--- config.mk ---
export PLATFORM = sky130hd
export DESIGN_NAME = ex_stage_md
export DESIGN_NICKNAME = d
export VERILOG_FILES = /design/src/rtl/ex_stage_md.sv
export SDC_FILE = /design/constraint.sdc
export NUM_CORES = 2
export LEC_CHECK = 0
export CAP_MARGIN = 20
export CELL_PAD_IN_SITES_DETAIL_PLACEMENT = 1
export CELL_PAD_IN_SITES_GLOBAL_PLACEMENT = 1
export CORE_AREA = 2 2 292 294
export CTS_BUF_LIST = sky130_fd_sc_hd__clkbuf_4 sky130_fd_sc_hd__clkbuf_8 sky130_fd_sc_hd__clkbuf_16
export DETAILED_ROUTE_END_ITERATION = 7
export DIE_AREA = 0 0 294 296
export PLACE_DENSITY_LB_ADDON = 0.1
export SYNTH_ARGS = -nofsm -noshare
export SYNTH_HDL_FRONTEND = slang
export SYNTH_SLANG_ARGS = --single-unit
--- constraint.sdc ---
create_clock -name clk -period 23 [get_ports clk]
set_input_delay 3.45 -clock clk [delete_from_list [all_inputs] [get_ports clk]]
set_output_delay 3.45 -clock clk [all_outputs]
set_load 0.05 [all_outputs]
--- src/rtl/ex_stage_md.sv ---
// Execute stage: operand forwarding, single-cycle integer ALU, branch-target adder
// and an iterative multiply/divide unit that stalls the pipeline while it works.
module ex_stage_md #(
    parameter int XLEN       = 32,
    parameter int MUL_CYCLES = 4,
    parameter int DIV_CYCLES = 32
) (
    input  logic            clk,
    input  logic            reset,
    input  logic            valid_ex,
    input  logic            flush_ex,
    input  logic [XLEN-1:0] imm_ex,
    input  logic [XLEN-1:0] reg_data1_ex,
    input  logic [XLEN-1:0] reg_data2_ex,
    input  logic [XLEN-1:0] pc_ex,
    input  logic [2:0]      funct3_ex,
    input  logic [6:0]      funct7_ex,
    input  logic [1:0]      aluop_ex,
    input  logic            alusrc_ex,
    input  logic [1:0]      forward_a,
    input  logic [1:0]      forward_b,
    input  logic [XLEN-1:0] wb_data,
    input  logic [XLEN-1:0] mem_data,
    output logic            stall_ex,
    output logic            md_done,
    output logic            zero_ex,
    output logic [XLEN-1:0] alu_out_ex,
    output logic [XLEN-1:0] pc_branch_ex,
    output logic [XLEN-1:0] reg_data2_final
);

    localparam int SHW   = $clog2(XLEN);
    localparam int K     = (XLEN + MUL_CYCLES - 1) / MUL_CYCLES;
    localparam int PW    = K * MUL_CYCLES;
    localparam int CNT_W = $clog2(XLEN + 1);

    localparam logic [CNT_W-1:0] MUL_LAST = CNT_W'(MUL_CYCLES - 1);
    localparam logic [CNT_W-1:0] DIV_LAST = CNT_W'(DIV_CYCLES - 1);

    localparam logic [1:0] S_IDLE = 2'd0;
    localparam logic [1:0] S_MUL  = 2'd1;
    localparam logic [1:0] S_DIV  = 2'd2;
    localparam logic [1:0] S_DONE = 2'd3;

    logic [1:0]       state;
    logic [CNT_W-1:0] cnt;
    logic             done_seen;
    logic [2:0]       md_f3;
    logic             md_sa;
    logic             md_neg;
    logic [XLEN-1:0]  md_a_raw;
    logic [XLEN-1:0]  md_b_mag;
    logic [XLEN+PW-1:0] acc;
    logic [XLEN-1:0]  rem_r;
    logic [XLEN-1:0]  quo_r;
    logic [XLEN-1:0]  md_result;

    logic [XLEN-1:0]  fwd_a;
    logic [XLEN-1:0]  fwd_b;
    logic [XLEN-1:0]  op_b;
    logic [SHW-1:0]   shamt;
    logic [XLEN-1:0]  alu_res;

    always_comb begin
        case (forward_a)
            2'b00:   fwd_a = reg_data1_ex;
            2'b01:   fwd_a = wb_data;
            2'b10:   fwd_a = mem_data;
            default: fwd_a = '0;
        endcase
        case (forward_b)
            2'b00:   fwd_b = reg_data2_ex;
            2'b01:   fwd_b = wb_data;
            2'b10:   fwd_b = mem_data;
            default: fwd_b = '0;
        endcase
    end

    assign op_b            = alusrc_ex ? imm_ex : fwd_b;
    assign shamt           = op_b[SHW-1:0];
    assign reg_data2_final = fwd_b;
    assign pc_branch_ex    = pc_ex + imm_ex;

    always_comb begin
        alu_res = '0;
        case (aluop_ex)
            2'b00: alu_res = fwd_a + op_b;
            2'b01: alu_res = fwd_a - op_b;
            2'b11: alu_res = imm_ex;
            default: begin
                case (funct3_ex)
                    3'b000: alu_res = funct7_ex[5] ? (fwd_a - op_b) : (fwd_a + op_b);
                    3'b001: alu_res = fwd_a << shamt;
                    3'b010: alu_res = {{(XLEN-1){1'b0}}, ($signed(fwd_a) < $signed(op_b))};
                    3'b011: alu_res = {{(XLEN-1){1'b0}}, (fwd_a < op_b)};
                    3'b100: alu_res = fwd_a ^ op_b;
                    3'b101: alu_res = funct7_ex[5] ? $unsigned($signed(fwd_a) >>> shamt)
                                                   : (fwd_a >> shamt);
                    3'b110: alu_res = fwd_a | op_b;
                    default: alu_res = fwd_a & op_b;
                endcase
            end
        endcase
    end

    // done_seen blocks a held M-op from re-issuing until the instruction leaves ID/EX
    logic md_req;
    logic issue;
    assign md_req = valid_ex && !flush_ex && (aluop_ex == 2'b10) && (funct7_ex == 7'b0000001);
    assign issue  = (state == S_IDLE) && md_req && !done_seen;

    logic            a_signed;
    logic            b_signed;
    logic            iss_sa;
    logic            iss_sb;
    logic [XLEN-1:0] mag_a;
    logic [XLEN-1:0] mag_b;
    logic [XLEN+PW-1:0] acc_init;

    always_comb begin
        a_signed = funct3_ex[2] ? !funct3_ex[0] : (funct3_ex[1:0] != 2'b11);
        b_signed = funct3_ex[2] ? !funct3_ex[0] : !funct3_ex[1];
        iss_sa   = a_signed && fwd_a[XLEN-1];
        iss_sb   = b_signed && fwd_b[XLEN-1];
        mag_a    = iss_sa ? -fwd_a : fwd_a;
        mag_b    = iss_sb ? -fwd_b : fwd_b;
        acc_init = '0;
        acc_init[XLEN-1:0] = mag_a;
    end

    // Multiplier: low PW bits of acc hold the remaining multiplier digits, upper
    // XLEN bits accumulate; each step adds mcand*digit and shifts right by K.
    logic [K-1:0]         mul_digit;
    logic [XLEN+K-1:0]    mul_partial;
    logic [XLEN+K-1:0]    mul_sum;
    logic [XLEN+PW-1:0]   acc_next;
    logic [2*XLEN-1:0]    prod_mag;
    logic [2*XLEN-1:0]    prod_fix;
    logic [XLEN-1:0]      mul_final;

    assign mul_digit   = acc[K-1:0];
    assign mul_partial = {{K{1'b0}}, md_b_mag} * {{XLEN{1'b0}}, mul_digit};
    assign mul_sum     = {{K{1'b0}}, acc[XLEN+PW-1:PW]} + mul_partial;

    generate
        if (PW > K) begin : g_mul_shift
            assign acc_next = {mul_sum, acc[PW-1:K]};
        end else begin : g_mul_single
            assign acc_next = mul_sum;
        end
    endgenerate

    assign prod_mag  = acc_next[2*XLEN-1:0];
    assign prod_fix  = md_neg ? -prod_mag : prod_mag;
    assign mul_final = (md_f3[1:0] == 2'b00) ? prod_fix[XLEN-1:0] : prod_fix[2*XLEN-1:XLEN];

    logic [XLEN:0]   div_shift;
    logic [XLEN:0]   div_diff;
    logic [XLEN-1:0] rem_next;
    logic [XLEN-1:0] quo_next;
    logic [XLEN-1:0] div_final;

    assign div_shift = {rem_r, quo_r[XLEN-1]};
    assign div_diff  = div_shift - {1'b0, md_b_mag};

    // A zero divisor always "fits", so the quotient fills with ones on its own;
    // the signed fix-up is bypassed for it so the raw dividend is returned.
    always_comb begin
        if (!div_diff[XLEN]) begin
            rem_next = div_diff[XLEN-1:0];
            quo_next = {quo_r[XLEN-2:0], 1'b1};
        end else begin
            rem_next = div_shift[XLEN-1:0];
            quo_next = {quo_r[XLEN-2:0], 1'b0};
        end
        if (md_b_mag == '0)
            div_final = md_f3[1] ? md_a_raw : '1;
        else if (md_f3[1])
            div_final = md_sa ? -rem_next : rem_next;
        else
            div_final = md_neg ? -quo_next : quo_next;
    end

    always_ff @(posedge clk) begin
        if (reset) begin
            state     <= S_IDLE;
            cnt       <= '0;
            done_seen <= 1'b0;
            md_f3     <= '0;
            md_sa     <= 1'b0;
            md_neg    <= 1'b0;
            md_a_raw  <= '0;
            md_b_mag  <= '0;
            acc       <= '0;
            rem_r     <= '0;
            quo_r     <= '0;
            md_result <= '0;
        end else if (flush_ex) begin
            state     <= S_IDLE;
            cnt       <= '0;
            done_seen <= 1'b0;
        end else begin
            case (state)
                S_IDLE: begin
                    if (issue) begin
                        md_f3    <= funct3_ex;
                        md_sa    <= iss_sa;
                        md_neg   <= iss_sa ^ iss_sb;
                        md_a_raw <= fwd_a;
                        md_b_mag <= mag_b;
                        acc      <= acc_init;
                        rem_r    <= '0;
                        quo_r    <= mag_a;
                        cnt      <= '0;
                        state    <= funct3_ex[2] ? S_DIV : S_MUL;
                    end else if (!md_req) begin
                        done_seen <= 1'b0;
                    end
                end
                S_MUL: begin
                    acc <= acc_next;
                    if (cnt == MUL_LAST) begin
                        md_result <= mul_final;
                        cnt       <= '0;
                        state     <= S_DONE;
                    end else begin
                        cnt <= cnt + CNT_W'(1);
                    end
                end
                S_DIV: begin
                    rem_r <= rem_next;
                    quo_r <= quo_next;
                    if (cnt == DIV_LAST) begin
                        md_result <= div_final;
                        cnt       <= '0;
                        state     <= S_DONE;
                    end else begin
                        cnt <= cnt + CNT_W'(1);
                    end
                end
                default: begin
                    state     <= S_IDLE;
                    done_seen <= 1'b1;
                end
            endcase
        end
    end

    assign stall_ex   = !reset && !flush_ex && (issue || (state == S_MUL) || (state == S_DIV));
    assign md_done    = !reset && !flush_ex && (state == S_DONE);
    assign alu_out_ex = md_done ? md_result : alu_res;
    assign zero_ex    = (alu_out_ex == '0);

endmodule

==> out/results.ini <==
[cts]
insertion_delay_ns=0.60
post_cts_buffers=0
htree_levels=1
cts_buffer_depth=3
cts_buffers=29
clk_pin_slew_ns=0.06
cts_tree=yes
cts_resized=0
clock_sinks=237
clockRootBuffer=clkbuf_16
cts_hold_buffers=0

[synth]
synth_xor_area_share_pct=5.47
syn_area_mm2=0.0400
ys_ff_latch=237
syn_avg_cell_area_um2=7.09
synth-simple-area-share_pct=22.7
yosysSeqAreaShare_pct=11.8
synth_edf_count=0
yosysTopAreaCellShare_pct=11.8
syn_inst=5647
yosys_warnings=0
synth-compound-area-share_pct=27.9
synth_cell_types=101
synth_nets=6307
synth_top_family_by_area=compound AO/OA/AOI/OAI gates
ys_async_sr_fraction_pct=0
synth_top_cell_by_area=dfxtp_1
synth.mux.area_fraction_pct=5.98
synth_area_leaders=dfxtp_1, fa_1, ha_1
ys.flop_type=dfxtp_1
synthAdderAreaFrac_pct=18.0

[worst_setup_path]
r2r_cells=21
cp.arrival_ns=11.71
rr_endpoint=md_result[31]
critPathLaunchType=input port
worstPathRequired_ns=19.55
critPathKind=input port to output port
critPathCaptureType=output port
crit-reg2reg-launch=md_b_mag[5]
critPathMaxFanout=33
r2r_slack_ns=14.36

[die]
fp.coreArea_mm2=0.0842
die_w_um=294
start_util_pct=47.6
rows=107
io_pins=312
die_y_um=296
dieArea_mm2=0.0870

[global_route]
grt_max_degree=88
overflow=0
grt_use_total_pct=48.4
grt_pass1_vias=46700
grt_pass1_wl_um=315000
antenna_found_initial=17

[placed_design]
place_congestion=1.09
hpwl_um=172000
pre_cts_ws_ns=8.28
io_buffers=311

[timing]
fin_crit_ns=15.16
hold-worst-slack_ns=0.469
finalWorstSetupSlack_ns=7.84
max_slew.worst_pin.slew_ns=1.26
hold_violations=0
drv_slew=0
fmax_mhz=65.9
max_slew_margin_pct=15.7
setup_viol=0
fin_setup_tns_ns=0
fin_worst_skew_ns=0.0197
fin_crit_sh_pct=65.9
rsz0062_at_grt=false

[route]
viasPerCell=6.91
ant_nets=0
wl_per_cell_um=32.1
num_vias=47200
dr.pass1.iters=6
drc=0
drtIter0Drc=5381
routed_wirelength_um=219000

[finish]
multi_input_area_mm2=0.0321
final_nets=6370
fillCellCount=10600
area_growth_pct=12.2
drive_gt1_share_pct=5.27
seq_area_mm2=0.00475

[min_path]
worst_hold_path.endpoint=md_a_raw[0]
holdCritPathClass=flop to flop
hold_depth=2
worstHoldStart=md_a_raw[0]

[power_and_ir_drop]
cellLeakagePower_uw=0.0186
irDropWorstVdd_mv=0.0503
power_uw=1810
powerDensity_mw_per_mm2=40.3

[flow_run]
max-cap-violations=0

[run_status]
outcome=finished, final reports clean

routing by layer:
layer	up-vias	routed length [um]	GRT usage, %
met5	-	102	0
met4	16	20800	38.6
met3	889	22500	12.3
met2	2935	96300	75.9
met1	23200	79400	56.5
li1	20200	-	-
power by group:
part | internal, uW | switching (uW) | total, uW
combinational | 290 | 627 | 917
sequential | 410 | 0.307 | 411
clock | 267 | 217 | 484
total | 967 | 844 | 1810
through the flow:
stage	instances	cell area, um^2	utilization, %
floorplan	5647	40000	-
global placement	6762	43900	52.1
detailed placement	6768	44000	52.2
CTS	6821	44900	53.3
global route	6822	44900	53.3
finish	6829	44900	53.4
cells in the mapped netlist, types with 18 or more instances:
cell       number
o41ai_1        21
ha_1          231
o221ai_1       35
a311oi_1       18
o21ai_1        30
and2_1        205
o211ai_1      101
nand3_1       119
nor4_1         46
fa_1          216
buf_2          20
a221oi_1       25
nand2b_1       33
nand4_1        29
o22ai_1        80
or3_1          45
a31oi_1       100
nor2_1        532
a211oi_1      125
dfxtp_1       237
o21ai_0       382
nor3_1        151
buf_1          25
or4_1          27
o2bb2ai_1      25
o31ai_1        44
a21oi_1       406
clkbuf_1      346
xnor2_1       179
inv_1         445
mux2_2         39
nand2_1       562
a22oi_1        25
a21o_1         56
or2_2          28
mux2i_1       185
o21a_1         34
xor2_1         71
o21bai_1       26
nor2b_1        26
and3_1         30
cell usage in the layout (no fill, tap or decap), drive strengths merged, types with 34 or more instances in the layout:
cell / n
dfxtp: 237
o221ai: 35
nor2: 532
nor4: 47
and2: 207
nand2: 562
inv: 455
o31ai: 46
mux2i: 189
a211oi: 128
a21o: 56
fa: 216
or3: 45
a21oi: 407
clkbuf: 34
xor2: 71
a31oi: 100
o21a: 34
clkdlybuf4s50: 306
o22ai: 80
nor3: 151
o211ai: 101
ha: 231
o21ai: 412
mux2: 41
xnor2: 179
buf: 122
nand3: 119
area by class of cell:
class	instances	share of cell area, %
Clock buffer	33	1.72
Timing Repair Buffer	429	8.86
Antenna cell	7	0.0390
Multi-Input combinational cell	4552	71.5
Clock inverter	20	0.426
Tap cell	1090	3.03
Sequential cell	237	10.6
Inverter	461	3.85
logic make-up after synthesis:
logic type / after synthesis
AOI/OAI and AO/OA: 1718
xor gates and xnor gates: 250
adders and majority gates: 447
buffers and inverters: 858
DFF: 237
muxes: 230
and+or+nand+nor: 1907
worst max path at each step:
stage,start,end,slack [ns],cells past startpoint
2_1_floorplan,forward_b[1],zero_ex,9.04,21
3_3_place_gp,forward_a[1],zero_ex,8.35,21
3_5_place_dp,forward_a[1],zero_ex,8.28,21
4_1_cts,forward_a[1],zero_ex,8.21,21
5_1_grt,alusrc_ex,zero_ex,7.75,21
6_report,forward_a[1],zero_ex,7.84,21
registers in the layout (all words and copies together), names as in the netlist, 6 cells and up:
register and count:
acc 64, md_b_mag 32, cnt 6, quo_r 32, md_a_raw 32, rem_r 32, md_result 32
worst max-delay path: stages:
cell and delay (ns):
clkdlybuf4s50_1 0.42, buf_4 0.28, nor2b_2 0.25, buf_4 0.30
a2bb2oi_2 0.78, inv_1 0.35, ha_1 0.49, nand2b_1 0.18
a2111oi_0 0.76, o21ai_0 0.22, o2bb2ai_1 0.19, o21ai_0 0.23
xnor2_1 0.10, a2111oi_1 0.41, o2bb2ai_1 0.14, nor4_1 0.98
nand3b_1 0.16, nor4_1 0.46, nand4b_1 0.19, nor4_2 0.45
clkdlybuf4s50_1 0.90
Note: power is estimated with default switching activity, not from simulation.
